### src/rtl/pulse_train_controller.sv
// Purpose : generates a programmed train of N pulses (H cycles high, L low) on output_sig and posts one done/abort report per train.
// Latency : start -> output_sig high next cycle; train end/abort -> report write one cycle after the deciding cycle.
// Backpr. : none; commands that arrive while busy are dropped (abort excepted) and flag cmd_error.
// Ports   : clk, reset (sync, active-high); cmd_in/valid command from the GPO core; counter timestamp;
//           output_sig pulse pin; busy train in progress; write/report_out RTI FIFO entry; cmd_error sticky.
module pulse_train_controller #(
  parameter int DATA_WIDTH = 16
) (
  input  logic         clk,
  input  logic         reset,
  input  logic [63:0]  cmd_in,
  input  logic         valid,
  input  logic [63:0]  counter,
  output logic         output_sig,
  output logic         busy,
  output logic         write,
  output logic [127:0] report_out,
  output logic         cmd_error
);

  localparam logic [1:0] OP_START = 2'b00;
  localparam logic [1:0] OP_ABORT = 2'b01;
  localparam logic [1:0] OP_LEVEL = 2'b10;
  localparam logic [1:0] ST_DONE  = 2'b00;
  localparam logic [1:0] ST_ABORT = 2'b01;

  typedef enum logic [1:0] {
    S_IDLE = 2'b00,
    S_HIGH = 2'b01,
    S_LOW  = 2'b10
  } state_t;

  state_t                state;
  logic [DATA_WIDTH-1:0] n_reg;
  logic [DATA_WIDTH-1:0] h_reg;
  logic [DATA_WIDTH-1:0] l_reg;
  logic [DATA_WIDTH-1:0] phase_cnt;
  logic [DATA_WIDTH-1:0] emitted;
  logic                  level_reg;

  logic [1:0]            op;
  logic [DATA_WIDTH-1:0] cmd_n;
  logic [DATA_WIDTH-1:0] cmd_h;
  logic [DATA_WIDTH-1:0] cmd_l;
  logic [DATA_WIDTH-1:0] h_eff;
  logic [DATA_WIDTH-1:0] l_eff;
  logic                  is_abort;
  logic                  is_set;

  // Bits above the command fields carry nothing; fold them so they are consumed.
  logic unused_cmd_bits;
  assign unused_cmd_bits = ^cmd_in;

  assign op       = cmd_in[63:62];
  assign cmd_n    = cmd_in[0  +: DATA_WIDTH];
  assign cmd_h    = cmd_in[16 +: DATA_WIDTH];
  assign cmd_l    = cmd_in[32 +: DATA_WIDTH];
  // A zero-length phase still lasts one cycle.
  assign h_eff    = (cmd_h == '0) ? DATA_WIDTH'(1) : cmd_h;
  assign l_eff    = (cmd_l == '0) ? DATA_WIDTH'(1) : cmd_l;
  assign is_abort = valid && (op == OP_ABORT);
  assign is_set   = valid && ((op == OP_START) || (op == OP_LEVEL));

  function automatic logic [127:0] make_report(input logic [63:0] ts,
                                               input logic [1:0] status,
                                               input logic [DATA_WIDTH-1:0] count);
    logic [127:0] r;
    r                 = '0;
    r[127:64]         = ts;
    r[63:62]          = status;
    r[DATA_WIDTH-1:0] = count;
    return r;
  endfunction

  always_ff @(posedge clk) begin
    if (reset) begin
      state      <= S_IDLE;
      n_reg      <= '0;
      h_reg      <= '0;
      l_reg      <= '0;
      phase_cnt  <= '0;
      emitted    <= '0;
      level_reg  <= 1'b0;
      output_sig <= 1'b0;
      busy       <= 1'b0;
      write      <= 1'b0;
      report_out <= '0;
      cmd_error  <= 1'b0;
    end else begin
      write <= 1'b0;
      case (state)
        S_IDLE: begin
          if (valid && op == OP_START) begin
            if (cmd_n == '0) begin
              // Empty train: report immediately, pin untouched.
              write      <= 1'b1;
              report_out <= make_report(counter, ST_DONE, '0);
            end else begin
              n_reg      <= cmd_n;
              h_reg      <= h_eff;
              l_reg      <= l_eff;
              emitted    <= DATA_WIDTH'(1);
              phase_cnt  <= DATA_WIDTH'(1);
              state      <= S_HIGH;
              output_sig <= 1'b1;
              busy       <= 1'b1;
            end
          end else if (valid && op == OP_LEVEL) begin
            level_reg  <= cmd_in[0];
            output_sig <= cmd_in[0];
          end
        end

        S_HIGH, S_LOW: begin
          if (is_abort) begin
            // A high phase already entered counts as emitted.
            state      <= S_IDLE;
            output_sig <= 1'b0;
            busy       <= 1'b0;
            level_reg  <= 1'b0;
            write      <= 1'b1;
            report_out <= make_report(counter, ST_ABORT, emitted);
          end else begin
            if (is_set) begin
              cmd_error <= 1'b1;
            end
            // phase_cnt holds the 1-based cycle index within the current phase.
            if (state == S_HIGH) begin
              if (phase_cnt == h_reg) begin
                if (emitted == n_reg) begin
                  state      <= S_IDLE;
                  output_sig <= 1'b0;
                  busy       <= 1'b0;
                  level_reg  <= 1'b0;
                  write      <= 1'b1;
                  report_out <= make_report(counter, ST_DONE, emitted);
                end else begin
                  state      <= S_LOW;
                  phase_cnt  <= DATA_WIDTH'(1);
                  output_sig <= 1'b0;
                end
              end else begin
                phase_cnt <= phase_cnt + DATA_WIDTH'(1);
              end
            end else begin
              if (phase_cnt == l_reg) begin
                state      <= S_HIGH;
                phase_cnt  <= DATA_WIDTH'(1);
                emitted    <= emitted + DATA_WIDTH'(1);
                output_sig <= 1'b1;
              end else begin
                phase_cnt <= phase_cnt + DATA_WIDTH'(1);
              end
            end
          end
        end

        default: begin
          state      <= S_IDLE;
          output_sig <= 1'b0;
          busy       <= 1'b0;
          level_reg  <= 1'b0;
        end
      endcase
    end
  end

endmodule

### config.mk
export PLATFORM = sky130hd
export DESIGN_NAME = pulse_train_controller
export DESIGN_NICKNAME = d
export VERILOG_FILES = /design/src/rtl/pulse_train_controller.sv
export SDC_FILE = /design/constraint.sdc
export NUM_CORES = 1
export LEC_CHECK = 0
export ABC_AREA = 1
export CORE_UTILIZATION = 42
export DETAILED_ROUTE_END_ITERATION = 16
export PLACE_DENSITY = 0.8
export SETUP_SLACK_MARGIN = 0.2
export SLEW_MARGIN = 20
export SYNTH_ARGS = -nofsm -noshare
export SYNTH_HDL_FRONTEND = slang
export SYNTH_SLANG_ARGS = --single-unit
### constraint.sdc
create_clock -name clk -period 2.1 [get_ports clk]
set_input_delay 0.21 -clock clk [delete_from_list [all_inputs] [get_ports clk]]
set_output_delay 0.21 -clock clk [all_outputs]
set_load 0.03 [all_outputs]
==> results of run 1 <==
==> logic make-up after synthesis <==
logic type | after synthesis
AOI/OAI and AO/OA | 202
xor gates and xnor gates | 12
adders and majority gates | 5
buffers and inverters | 213
DFF | 167
other | 1
and+or+nand+nor | 655
==> through the flow <==
step / hold WS, ns / total power (uW) / std cells
6_report: 0.376 / 9730 / 1788
5_1_grt: 0.396 / 10100 / 1788
4_1_cts: 0.365 / 9440 / 1776
3_5_place_dp: 0.456 / 6070 / 1738
3_3_place_gp: 0.448 / 6030 / 1738
2_1_floorplan: 0.345 / 5140 / 1301
==> worst paths after layout <==
kind                 start       endpoint  cells past startpoint
min reg2reg  report_out[6]  report_out[6]                      2
max           phase_cnt[1]  phase_cnt[12]                     12
min             cmd_in[41]       l_reg[9]                      3
max reg2reg   phase_cnt[1]  phase_cnt[12]                     12
==> timing repair <==
action,CTS,global route
setup endpoints to repair,112,117
pin swaps,7,26
buffers inserted,4,5
cloned,2,7
hold endpoints to repair,0,0
resized for setup,42,92
==> layout make-up <==
type | instances | area share [%]
multi-input cells | 921 | 35.4
clock buffers | 17 | 3.52
clock inverters | 15 | 1.57
well taps | 260 | 2.70
repair buffers | 297 | 25.1
inverters | 111 | 3.68
flip-flops and latches | 167 | 28.1
==> where the power goes <==
part	switching [uW]	leakage (uW)	internal [uW]	total, uW
sequential	139	0.00137	3400	3540
combinational	1700	0.00321	1190	2890
clock	1400	0.000295	1900	3290
==> layer usage <==
| layer | vias up | GRT usage (%) |
|---|---|---|
| met2 | 449 | 41.6 |
| met1 | 4007 | 28.8 |
| li1 | 4405 | - |
| met3 | 77 | 4.91 |
| met4 | 0 | 10.2 |
| met5 | - | 0 |
==> critical path, cell delays in order, from the launching register on <==
cell,delay [ns]
dfxtp_2,0.38
ha_1,0.18
nand2_1,0.07
nor2_1,0.35
nand4_1,0.20
nand2_1,0.11
inv_1,0.07
nand2_1,0.09
nand2_1,0.07
nand3_1,0.10
nor2_1,0.05
nor2_1,0.14
nor2_1,0.07
==> layout by cell type (no fill, tap or decap), types with 10 or more instances in the layout <==
cell type,synthesis,routed
buf_6,5,10
nor3_1,16,15
buf_12,0,10
o21ai_0,73,61
a21oi_1,73,64
xor2_1,10,10
nand3_1,52,43
clkdlybuf4s50_1,0,201
clkbuf_16,0,23
dfxtp_2,0,20
buf_4,55,65
inv_1,98,92
nand4_1,11,11
nand2_2,2,10
o21ai_1,44,54
inv_2,12,12
nor2_1,275,263
conb_1,1,47
nand2_1,283,271
dfxtp_1,167,142
==> flow_metrics.tcl, run 1 <==
set metrics [dict create \
    synth.largest_area_cell "dfxtp_1" \
    drt_iter0_markers 826 \
    skew_ns 0.0103 \
    fin_area_sq_um 12100 \
    grt_pass1_vias 8069 \
    hp-class "primary input to flop" \
    fp.coreArea_sq_um 19000 \
    cts-root-buf "clkbuf_16" \
    crit_required_ns 2.42 \
    status "completed" \
    drc 0 \
    synthAdderAreaFrac_pct 0.759 \
    clk_pin_slew_ns 0.07 \
    cp.arrival_ns 2.32 \
    area_growth_pct 46.4 \
    synth_top_family_by_area "simple AND/OR/NAND/NOR gates" \
    cts_tree "done" \
    tightest_slew_ns 0.580 \
    setup_viol 0 \
    cp-end-kind "flop" \
    synth_area_leaders "dfxtp_1, nand2_1, nor2_1" \
    yosys.area_share.simple_pct 31.8 \
    ant_nets 0 \
    ys_seq_area_share_pct 40.5 \
    maxCapViolations 0 \
    avgRoutedWirePerCell_um 14.5 \
    yosysMostFrequentCell "nand2_1" \
    finalCriticalPeriod_ns 2.00 \
    numPortBuffers 201 \
    postCtsHoldBufs 0 \
    die_h_um 142 \
    fin_crit_sh_pct 95.1 \
    grt_overflow 0 \
    hold_viol 0 \
    clk_path_buf_depth 2 \
    fin_nets 1651 \
    regMostFlops "report_out" \
    antenna_cells 0 \
    synth_cells 1255 \
    synth-seq-cells 167 \
    multi_input_area_sq_um 4270 \
    irDropWorstVdd_uv 549 \
    met3WireLength_mm 2.27 \
    netlist_top_cells_count "nand2_1, nor2_1, dfxtp_1" \
    dieWidth_um 142 \
    critPathMaxFanout 5 \
    rows 50 \
    synth_ff_type "dfxtp_1" \
    dp_slack_ns -0.233 \
    ioPinCount 263 \
    fin_util_pct 63.7 \
    dp_hpwl_mm 17.6 \
    ctsHtreeMaxLevel 4 \
    synth_top_area_share_pct 40.5 \
    grt_pass1_wl_mm 38.6 \
    crit_type "flop to flop" \
    die_area_sq_um 20200 \
    ys_warn_count 0 \
    synthArstFlopShare_pct 0 \
    clk_latency_ns 0.43 \
    n_fill_cell 1619 \
    max-slew-margin-rel_pct 61.2 \
    drt-met1-wl_mm 10.3 \
    dr.pass1.iters 6 \
    antenna_found_initial 0 \
    drt-total-wl_mm 25.9 \
    largest_reg_flops 81 \
    gp_congestion 0.889 \
    layout-drive-gt1-share_pct 14.7 \
    slew_viol_final 0 \
    dpl_cell_area_sq_um 10800 \
    synth_cell_type_count 32 \
    final.setup.worst_slack_ns 0.102 \
    cts_buffers 17 \
    regArea_sq_um 3390 \
    setup_tns_ns 0 \
    power_density_nw_per_um2 806 \
    via_per_inst 5.00 \
    start_util_pct 43.5 \
    cts_sinks 167 \
    synth.mux.area_fraction_pct 0 \
    leakage_uw 0.00487 \
    synth-xor-area-share_pct 1.27 \
    grtUsageTotal_pct 24.0 \
    wl_met2_mm 12.5 \
    start_kind "flop" \
    fmaxAchievable_ghz 0.501 \
    r2r_slack_ns 0.10 \
    synth_compound_area_share_pct 12.9 \
    avgSynthCellArea_sq_um 6.57 \
    grt_max_degree 82 \
    rsz0062_at_grt "true" \
    top_layer_used "met4" \
    synth-edff-count 0 \
    syn_area_sq_um 8250 \
    num_vias 8938 \
]
Power figures use the tool's default switching activity.
==> inputs of run 2 (changes only) <==
- CORE_UTILIZATION: 42 -> 30
- PLACE_DENSITY: 0.8 -> 0.61
==> run 2 against run 1 <==
Compared with the run above: sequential power is essentially flat; power shrank 1.6%; via count shrank 1.6%; final area grew 3.7%; largest power group unchanged; first-iteration DRC count shrank 33%; maximum frequency shrank 1.1%; clock power shrank 7.6%; clock skew is essentially flat; hold slack gained 0.0095 ns; cell count grew 5.5%; non-clock buffer count grew 16; core utilization shrank 17 points; highest routed layer unchanged.
==> flow_metrics.tcl, run 2 (synthesized netlist as in run 1, its figures left out) <==
set metrics [dict create \
    leakage_uw 0.00506 \
    hold_viol 0 \
    drt-total-wl_mm 27.1 \
    start_kind "flop" \
    cp.arrival_ns 2.34 \
    skew_ns 0.0104 \
    antenna_found_initial 0 \
    grt_overflow 0 \
    crit_type "flop to flop" \
    die_h_um 168 \
    rr_endpoint "report_out[89]" \
    dp_hpwl_mm 18.7 \
    start_util_pct 30.6 \
    critPathMaxFanout 6 \
    clk_pin_slew_ns 0.07 \
    rows 60 \
    ioPinCount 263 \
    regArea_sq_um 3410 \
    reg2reg_depth 13 \
    largest_reg_flops 81 \
    crit_required_ns 2.42 \
    dieWidth_um 168 \
    final_cell_mix "nand2_1, nor2_1, clkdlybuf4s50_1" \
    die_area_sq_um 28200 \
    fp.coreArea_sq_um 27000 \
    hold_slack_ns 0.386 \
    irDropWorstVdd_uv 557 \
    via_per_inst 4.67 \
    num_vias 8799 \
    r2r_start "emitted[5]" \
    fmaxAchievable_ghz 0.495 \
    grt_pass1_vias 7895 \
    drt_iter0_markers 552 \
    cts_tree "done" \
    rsz0062_at_grt "true" \
    ant_nets 0 \
    grt_pass1_wl_mm 40.6 \
    regMostFlops "report_out" \
    multi_input_area_sq_um 4360 \
    avgRoutedWirePerCell_um 14.4 \
    n_fill_cell 2710 \
    startpoint "emitted[5]" \
    layout_commonest_cell "nand2_1" \
    gp_congestion 0.865 \
    slew_viol_final 0 \
    antenna_cells 0 \
    fin_nets 1668 \
    grtUsageTotal_pct 18.1 \
    clk_latency_ns 0.43 \
    cp-end-kind "flop" \
    numPortBuffers 201 \
    cts_sinks 167 \
    fin_util_pct 46.5 \
    power_density_nw_per_um2 765 \
    cts-root-buf "clkbuf_16" \
    cp-endpoint "report_out[89]" \
    cts_buffers 17 \
    grt_max_degree 53 \
    tightest_slew_ns 0.581 \
    setup_viol 0 \
    layout-drive-gt1-share_pct 17.7 \
    dr.pass1.iters 5 \
    max-slew-margin-rel_pct 61.3 \
    area_growth_pct 51.8 \
    r2r_slack_ns 0.08 \
    hp-class "primary input to flop" \
    fin_crit_sh_pct 96.2 \
    maxCapViolations 0 \
    status "completed" \
    ctsHtreeMaxLevel 4 \
    finalCriticalPeriod_ns 2.02 \
    clk_path_buf_depth 2 \
    drc 0 \
]
==> run 2: worst min-delay path by stage <==
stage | start | end | slack, ns | cells past startpoint
2_1_floorplan | cmd_in[33] | l_reg[1] | 0.34 | 2
6_report | counter[58] | report_out[122] | 0.39 | 3
4_1_cts | counter[37] | report_out[101] | 0.37 | 3
3_3_place_gp | report_out[14] | report_out[14] | 0.45 | 2
5_1_grt | counter[58] | report_out[122] | 0.38 | 3
3_5_place_dp | busy | busy | 0.46 | 2
==> run 2: per-stage QoR <==
step	total power, uW	setup slack (ns)	instance area, sq um	std cells	setup TNS, ns
4_1_cts	9390	0.152	11900	1871	0
6_report	9570	0.0802	12500	1886	0
3_3_place_gp	6060	-0.0981	10900	1822	-4.49
5_1_grt	10100	-0.0255	12500	1886	-0.0255
3_5_place_dp	6080	-0.149	10900	1822	-6.24
2_1_floorplan	5140	0.212	8440	1301	0
==> run 2: cell type report <==
cell class / instances / share of cell area [%]
clock buffer: 17 / 3.40
clock inverter: 15 / 1.11
inverter: 111 / 3.47
multi-input combinational: 921 / 34.8
sequential: 167 / 27.2
tap: 341 / 3.41
timing repair buffer: 313 / 26.6
timing repair inverter: 1 / 0.0400
==> run 2: worst max-delay path, stage by stage (launching register included) <==
cell       delay [ns]
dfxtp_2          0.35
inv_2            0.04
nand2_1          0.05
nand2_1          0.06
nor2_2           0.15
nand3_1          0.11
nor2_2           0.14
nand2_2          0.11
a21oi_4          0.23
nand2_8          0.12
buf_6            0.16
clkbuf_16        0.16
o21ai_1          0.16
nor2_1           0.06
==> run 2: power by group <==
part	leakage, uW	internal, uW	total, uW	switching [uW]
Sequential	0.00137	3400	3540	143
Combinational	0.00343	1280	3000	1720
Clock	0.000258	1560	3040	1470
==> run 2: per-layer routing <==
layer | wire [um] | part of all wire [%] | vias up | GRT usage, %
li1 | - | - | 4451 | -
met1 | 11700 | 43 | 3970 | 22.5
met2 | 12800 | 47 | 338 | 30.8
met3 | 1880 | 6.9 | 40 | 4.51
met4 | 711 | 2.6 | 0 | 5.46
met5 | 0 | 0 | - | 0
==> run 2: what timing repair did <==
item,in CTS,in global routing
resized for setup,87,90
buffers inserted,12,2
gates cloned,5,13
setup endpoints to repair,114,116
hold buffers,0,0
pin swaps,13,42
==> inputs of run 3 (changes only) <==
- SETUP_SLACK_MARGIN: 0.2 -> 0.4
==> run 3 against run 2 <==
Compared with the run above: sequential cell count unchanged; sequential share of layout area decreased by 0.68 points; first-iteration DRC count increased by 7.6%.
==> flow_metrics.tcl, run 3 (synthesized netlist as in run 1, its figures left out) <==
set metrics [dict create \
    hold_viol 0 \
    hp-class "primary input to flop" \
    grt_pass1_wl_mm 39.6 \
    start_util_pct 30.6 \
    r2r_start "phase_cnt[12]" \
    cp.arrival_ns 2.31 \
    drc 0 \
    clk_path_buf_depth 2 \
    final.setup.worst_slack_ns 0.154 \
    postCtsHoldBufs 0 \
    fp.coreArea_sq_um 27000 \
    rsz0062_at_grt "true" \
    clk_latency_ns 0.43 \
    numPortBuffers 201 \
    rows 60 \
    cp_slowest_cell "dfxtp_4" \
    ant_nets 0 \
    r2r_slack_ns 0.15 \
    fmaxAchievable_ghz 0.514 \
    fin_nets 1667 \
    max-slew-margin-rel_pct 63.2 \
    cp-endpoint "report_out[83]" \
    crit_required_ns 2.46 \
    cts_sinks 167 \
    num_vias 8648 \
    grt_max_degree 84 \
    antenna_cells 0 \
    skew_ns 0.0157 \
    crit_chain "inv_4, nand2_1, nand2_1, nor2_1, nand2_1, nor2_4, nand2_4, o21ai_4, buf_12, nand2_8, clkinv_8, buf_16, nor2_1, nor2_1" \
    layout_commonest_cell "nand2_1" \
    drt-total-wl_mm 28.0 \
    leakage_uw 0.00520 \
    die_area_sq_um 28200 \
    largest_reg_flops 81 \
    reg2reg_depth 14 \
    fin_crit_sh_pct 92.7 \
    crit_type "flop to flop" \
    cts_buffers 17 \
    cp-end-kind "flop" \
    cts_tree "done" \
    start_kind "flop" \
    status "completed" \
    power_density_nw_per_um2 765 \
    via_per_inst 4.59 \
    placed_cells 1803 \
    cts-root-buf "clkbuf_16" \
    startpoint "phase_cnt[12]" \
    grtUsageTotal_pct 17.7 \
    avgRoutedWirePerCell_um 14.8 \
    grt_overflow 0 \
    gp_congestion 0.828 \
    crit_family "simple AND/OR/NAND/NOR gates" \
    final_cell_mix "nand2_1, nor2_1, clkdlybuf4s50_1" \
    layout-drive-gt1-share_pct 21.3 \
    critPathMaxFanout 10 \
    critPathBufInv 4 \
    area_growth_pct 56.8 \
    dieWidth_um 168 \
    ioPinCount 263 \
    cp_num_cells 14 \
    tightest_slew_ns 0.547 \
    drt_iter0_markers 594 \
    antenna_found_initial 1 \
    rr_endpoint "report_out[83]" \
    grt_pass1_vias 7715 \
    setup_viol 0 \
    die_h_um 168 \
    dp_hpwl_mm 18.0 \
    fin_cells 1885 \
    irDropWorstVdd_uv 523 \
    finalCriticalPeriod_ns 1.95 \
    dr.pass1.iters 5 \
    slowest_delay_ns 0.38 \
    ctsHtreeMaxLevel 4 \
    slew_viol_final 0 \
    regMostFlops "report_out" \
    maxCapViolations 0 \
    clk_pin_slew_ns 0.07 \
    dp_slack_ns -0.271 \
]
## run 3: per-layer routing
layer / up-vias / wire length, um / GRT usage, % / part of all wire [%]
met1: 3892 / 12100 / 22.6 / 43
met4: 2 / 584 / 5.03 / 2.1
met3: 35 / 1760 / 4.49 / 6.3
met2: 263 / 13500 / 29.5 / 48
met5: - / 13 / 0 / 0.046
li1: 4456 / - / - / -
## run 3: power breakdown
part	internal, uW	switching, uW
logic	1390	1840
registers	3390	150
clock network	1590	1540
total	6370	3520
## run 3: tightest hold or removal path, stage by stage
cell and delay [ns]:
dlymetal6s2s_1 0.12, o21ai_1 0.08, a21oi_1 0.10
## run 3: how the worst min path moves through the flow
stage	start	to	slack, ns	cells after the start
4_1_cts	counter[60]	report_out[124]	0.37	3
2_1_floorplan	cmd_in[33]	l_reg[1]	0.34	2
3_5_place_dp	output_sig	output_sig	0.46	2
3_3_place_gp	report_out[6]	report_out[6]	0.45	2
5_1_grt	cmd_in[9]	n_reg[9]	0.15	3
6_report	cmd_in[9]	n_reg[9]	0.12	3
## run 3: what timing repair did
item | 4_1_cts | 5_1_grt
gates cloned | 2 | 23
buffers inserted | 6 | 19
pin swaps | 14 | 56
setup endpoints to repair | 171 | 214
gates resized for setup | 36 | 202
## run 3: stage by stage
stage / total power [uW] / hold WS (ns) / utilization [%] / TNS, ns / cell area [sq um]
final: 9890 / 0.118 / 48.0 / 0 / 12900
after global routing: 10400 / 0.152 / 48.0 / 0 / 12900
after CTS: 9350 / 0.369 / 43.2 / 0 / 11600
after detailed placement: 6100 / 0.455 / 40.3 / -24.77 / 10900
after global placement: 6070 / 0.451 / 40.3 / -24.31 / 10900
after floorplan: 5220 / 0.345 / - / 0 / 8560
## run 3: cell type report
cell class / instances / area [sq um]
multi-input cells: 923 / 4620
flip-flops and latches: 167 / 3430
repair inverters: 1 / 16.3
inverters: 111 / 478
well taps: 341 / 427
repair buffers: 310 / 3380
clock inverters: 15 / 163
fillers: 2635 / 14000
clock buffers: 17 / 425
==> variant, RTL diff (settings of run 1) <==
Set the parameter `DATA_WIDTH` to 24 (it was 16).
--- a/src/rtl/pulse_train_controller.sv
+++ b/src/rtl/pulse_train_controller.sv
@@ -4,7 +4,7 @@
 // Ports   : clk, reset (sync, active-high); cmd_in/valid command from the GPO core; counter timestamp;
 //           output_sig pulse pin; busy train in progress; write/report_out RTI FIFO entry; cmd_error sticky.
 module pulse_train_controller #(
-  parameter int DATA_WIDTH = 16
+  parameter int DATA_WIDTH = 24
 ) (
   input  logic         clk,
   input  logic         reset,
Behaviour: not the same (a bounded check fails within 4 cycles, from zero or initial values and one cycle with reset high).
==> variant against run 1 <==
The flow now finishes with violations (negative setup slack). Design area rose by 36%. Routed wire length rose by 60%. First-iteration DRC count rose by 50%. Non-clock buffer count rose by 112. Total power rose by 100%. Worst setup slack got worse by 0.13 ns. Worst hold slack got worse by 0.28 ns. Synthesized area rose by 35%. Sequential cell count rose by 48. Global-route usage rose by 4.1 points. Largest power group is now combinational cells.
==> variant: results (changes against run 1) <==
• placed standard-cell area: 14500 sq um, +34%
• Avg WL per Cell: 16.8 um, +16%
• Setup violations, final: 31, +31
• critical register-to-register path startpoint: phase_cnt[12]$_SDFFE_PP0P_
• number of non-clock inverters: 170, +53%
• maximum fanout encountered on the critical timing path: 6, +1
• count of unique library cells instantiated by Yosys: 40, +25%
• setup tns final: -0.322 ns, -0.322 ns
• net switching component of the power: 0.00828 W, +160%
• flip-flop count of the largest register, all copies and words added: 89, +9.9%
• area taken by flip-flops and latches: 4400 sq um, +30%
• Post-Route Skew: 0.0132 ns, +0.00290 ns
• Non-clock buffering overhead: 24.4%, -0.64 points
• combined area of the multi-input logic cells: 6090 sq um, +43%
• count of multi-input combinational gates: 1281, +39%
• number of violations reported at the end of detailed-routing iteration 0: 1240, +50%
• fin area: 16400 sq um, +36%
• most area-consuming cells after synthesis: dfxtp_1 (39%), nand2_1 (16%), nor2_1 (12%), inv_1 (5.4%), a21oi_1 (5.0%)
• tightest slew margin relative to the limit: 64.7%, +3.6 points
• most common library cells after synthesis: nand2_1 (470), nor2_1 (349), dfxtp_1 (215)
• Layout clock area frac: 5.03%, -0.060 points
• crit path max-delay cell type: dfxtp_4
• DPL Wire Length: 28500 um, +62%
• latest clock arrival within the worst-skew pair: 0.54 ns, +0.11 ns
• Post-Place Cells: 2375, +37%
• number of diodes: 1, +1
• total number of H-tree levels: 1, -3
• vias post-DR: 12795, +43%
• total global-route track usage: 28.2%, +4.1 points
• run status: finished, violations left
• arrival time worst endpoint: 2.57 ns, +0.25 ns
• Critical Path Source: phase_cnt[12]$_SDFFE_PP0P_
• number of buffers on the longest clock path: 3, +1
• average size of a mapped cell: 6.37 sq um, -3.1%
• Static Leak: 6.98 nW, +43%
• Clock buffer cells: 33, +16
• post-route worst setup slack: -0.0320 ns, -0.134 ns
• number of CTS-inserted buffers: 25, +8
• largest net degree at the start of global routing: 49, -40%
• Non-clk bufs: 409, +38%
• wire length of the first global-routing pass: 60300 um, +56%
• combinational share of power: 50.8%, +21 points
• largest register by flop count: report_out
• Layout fillers: 2191, +35%
• Placer Congestion: 0.983, +10%
• violated checks: negative setup slack
• via count of the first global-routing pass: 12025, +49%
• post-synthesis sequential area ratio: 38.6%, -1.9 points
• Port-buffer cells: 217, +8.0%
• peak supply drop: 0.000928 V, +69%
• post-synthesis sequential element count: 215, +29%
• Std-Cell Rows: 59, +18%
• vias per std cell: 5.21, +4.2%
• final net count: 2238, +36%
• layout cells sized above 1: 20.5%, +5.8 points
• startpoint of the most critical hold path: reset
[variant: final timing paths]
path / endpoint / slack [ns] / cells after the start
worst min-delay path: report_out[62]$_SDFFE_PP0P_ / 0.1 / 2
worst min register to register: l_reg[2]$_SDFFE_PP0P_ / 0.46 / 2
worst max-delay path: report_out[0]$_SDFFE_PP0P_ / -0.03 / 13
worst max register to register: report_out[0]$_SDFFE_PP0P_ / -0.03 / 13
[variant: worst register-to-register path, stage by stage (launching register included)]
cell and delay (ns):
dfxtp_4 0.37, inv_2 0.04, nand2_1 0.06, nand2_2 0.06, nor2_4 0.20, nand2_2 0.12, nor2_4 0.16, nand3_4 0.13
o21ai_4 0.19, nand3_4 0.16, buf_12 0.20, buf_4 0.15, a21oi_1 0.13, nor2_1 0.06
[variant: cell families after synthesis]
family	share of synthesized area [%]
buffers and inverters	12.1
flip-flops	38.6
AND/OR/NAND/NOR	33.8
adder cells (fa/ha/maj)	0.562
other	0.0337
AO/OA/AOI/OAI	11.8
XOR/XNOR	3.07
[variant: layer usage]
layer	up-vias	track usage, %	wire length [um]
li1	6130	-	-
met1	5904	32.2	15500
met2	627	49.7	20100
met3	134	5.85	3460
met4	0	13.7	2200
met5	-	0	0
[variant: power groups by stage]
stage / clock (W) / sequential (W) / combinational, W
finish: 0.00442 / 0.00531 / 0.0101
global route: 0.00465 / 0.00538 / 0.0107
CTS: 0.00446 / 0.00528 / 0.00860
detailed placement: 0 / 0.00534 / 0.00799
global placement: 0 / 0.00532 / 0.00784
floorplan: 0 / 0.00625 / 0.00365
[variant: timing repair]
| item | in CTS | in global routing |
|---|---|---|
| pin swaps | 12 | 53 |
| setup buffers | 11 | 11 |
| cloned | 2 | 11 |
| resized for setup | 73 | 170 |
| endpoints found under the setup margin | 142 | 143 |
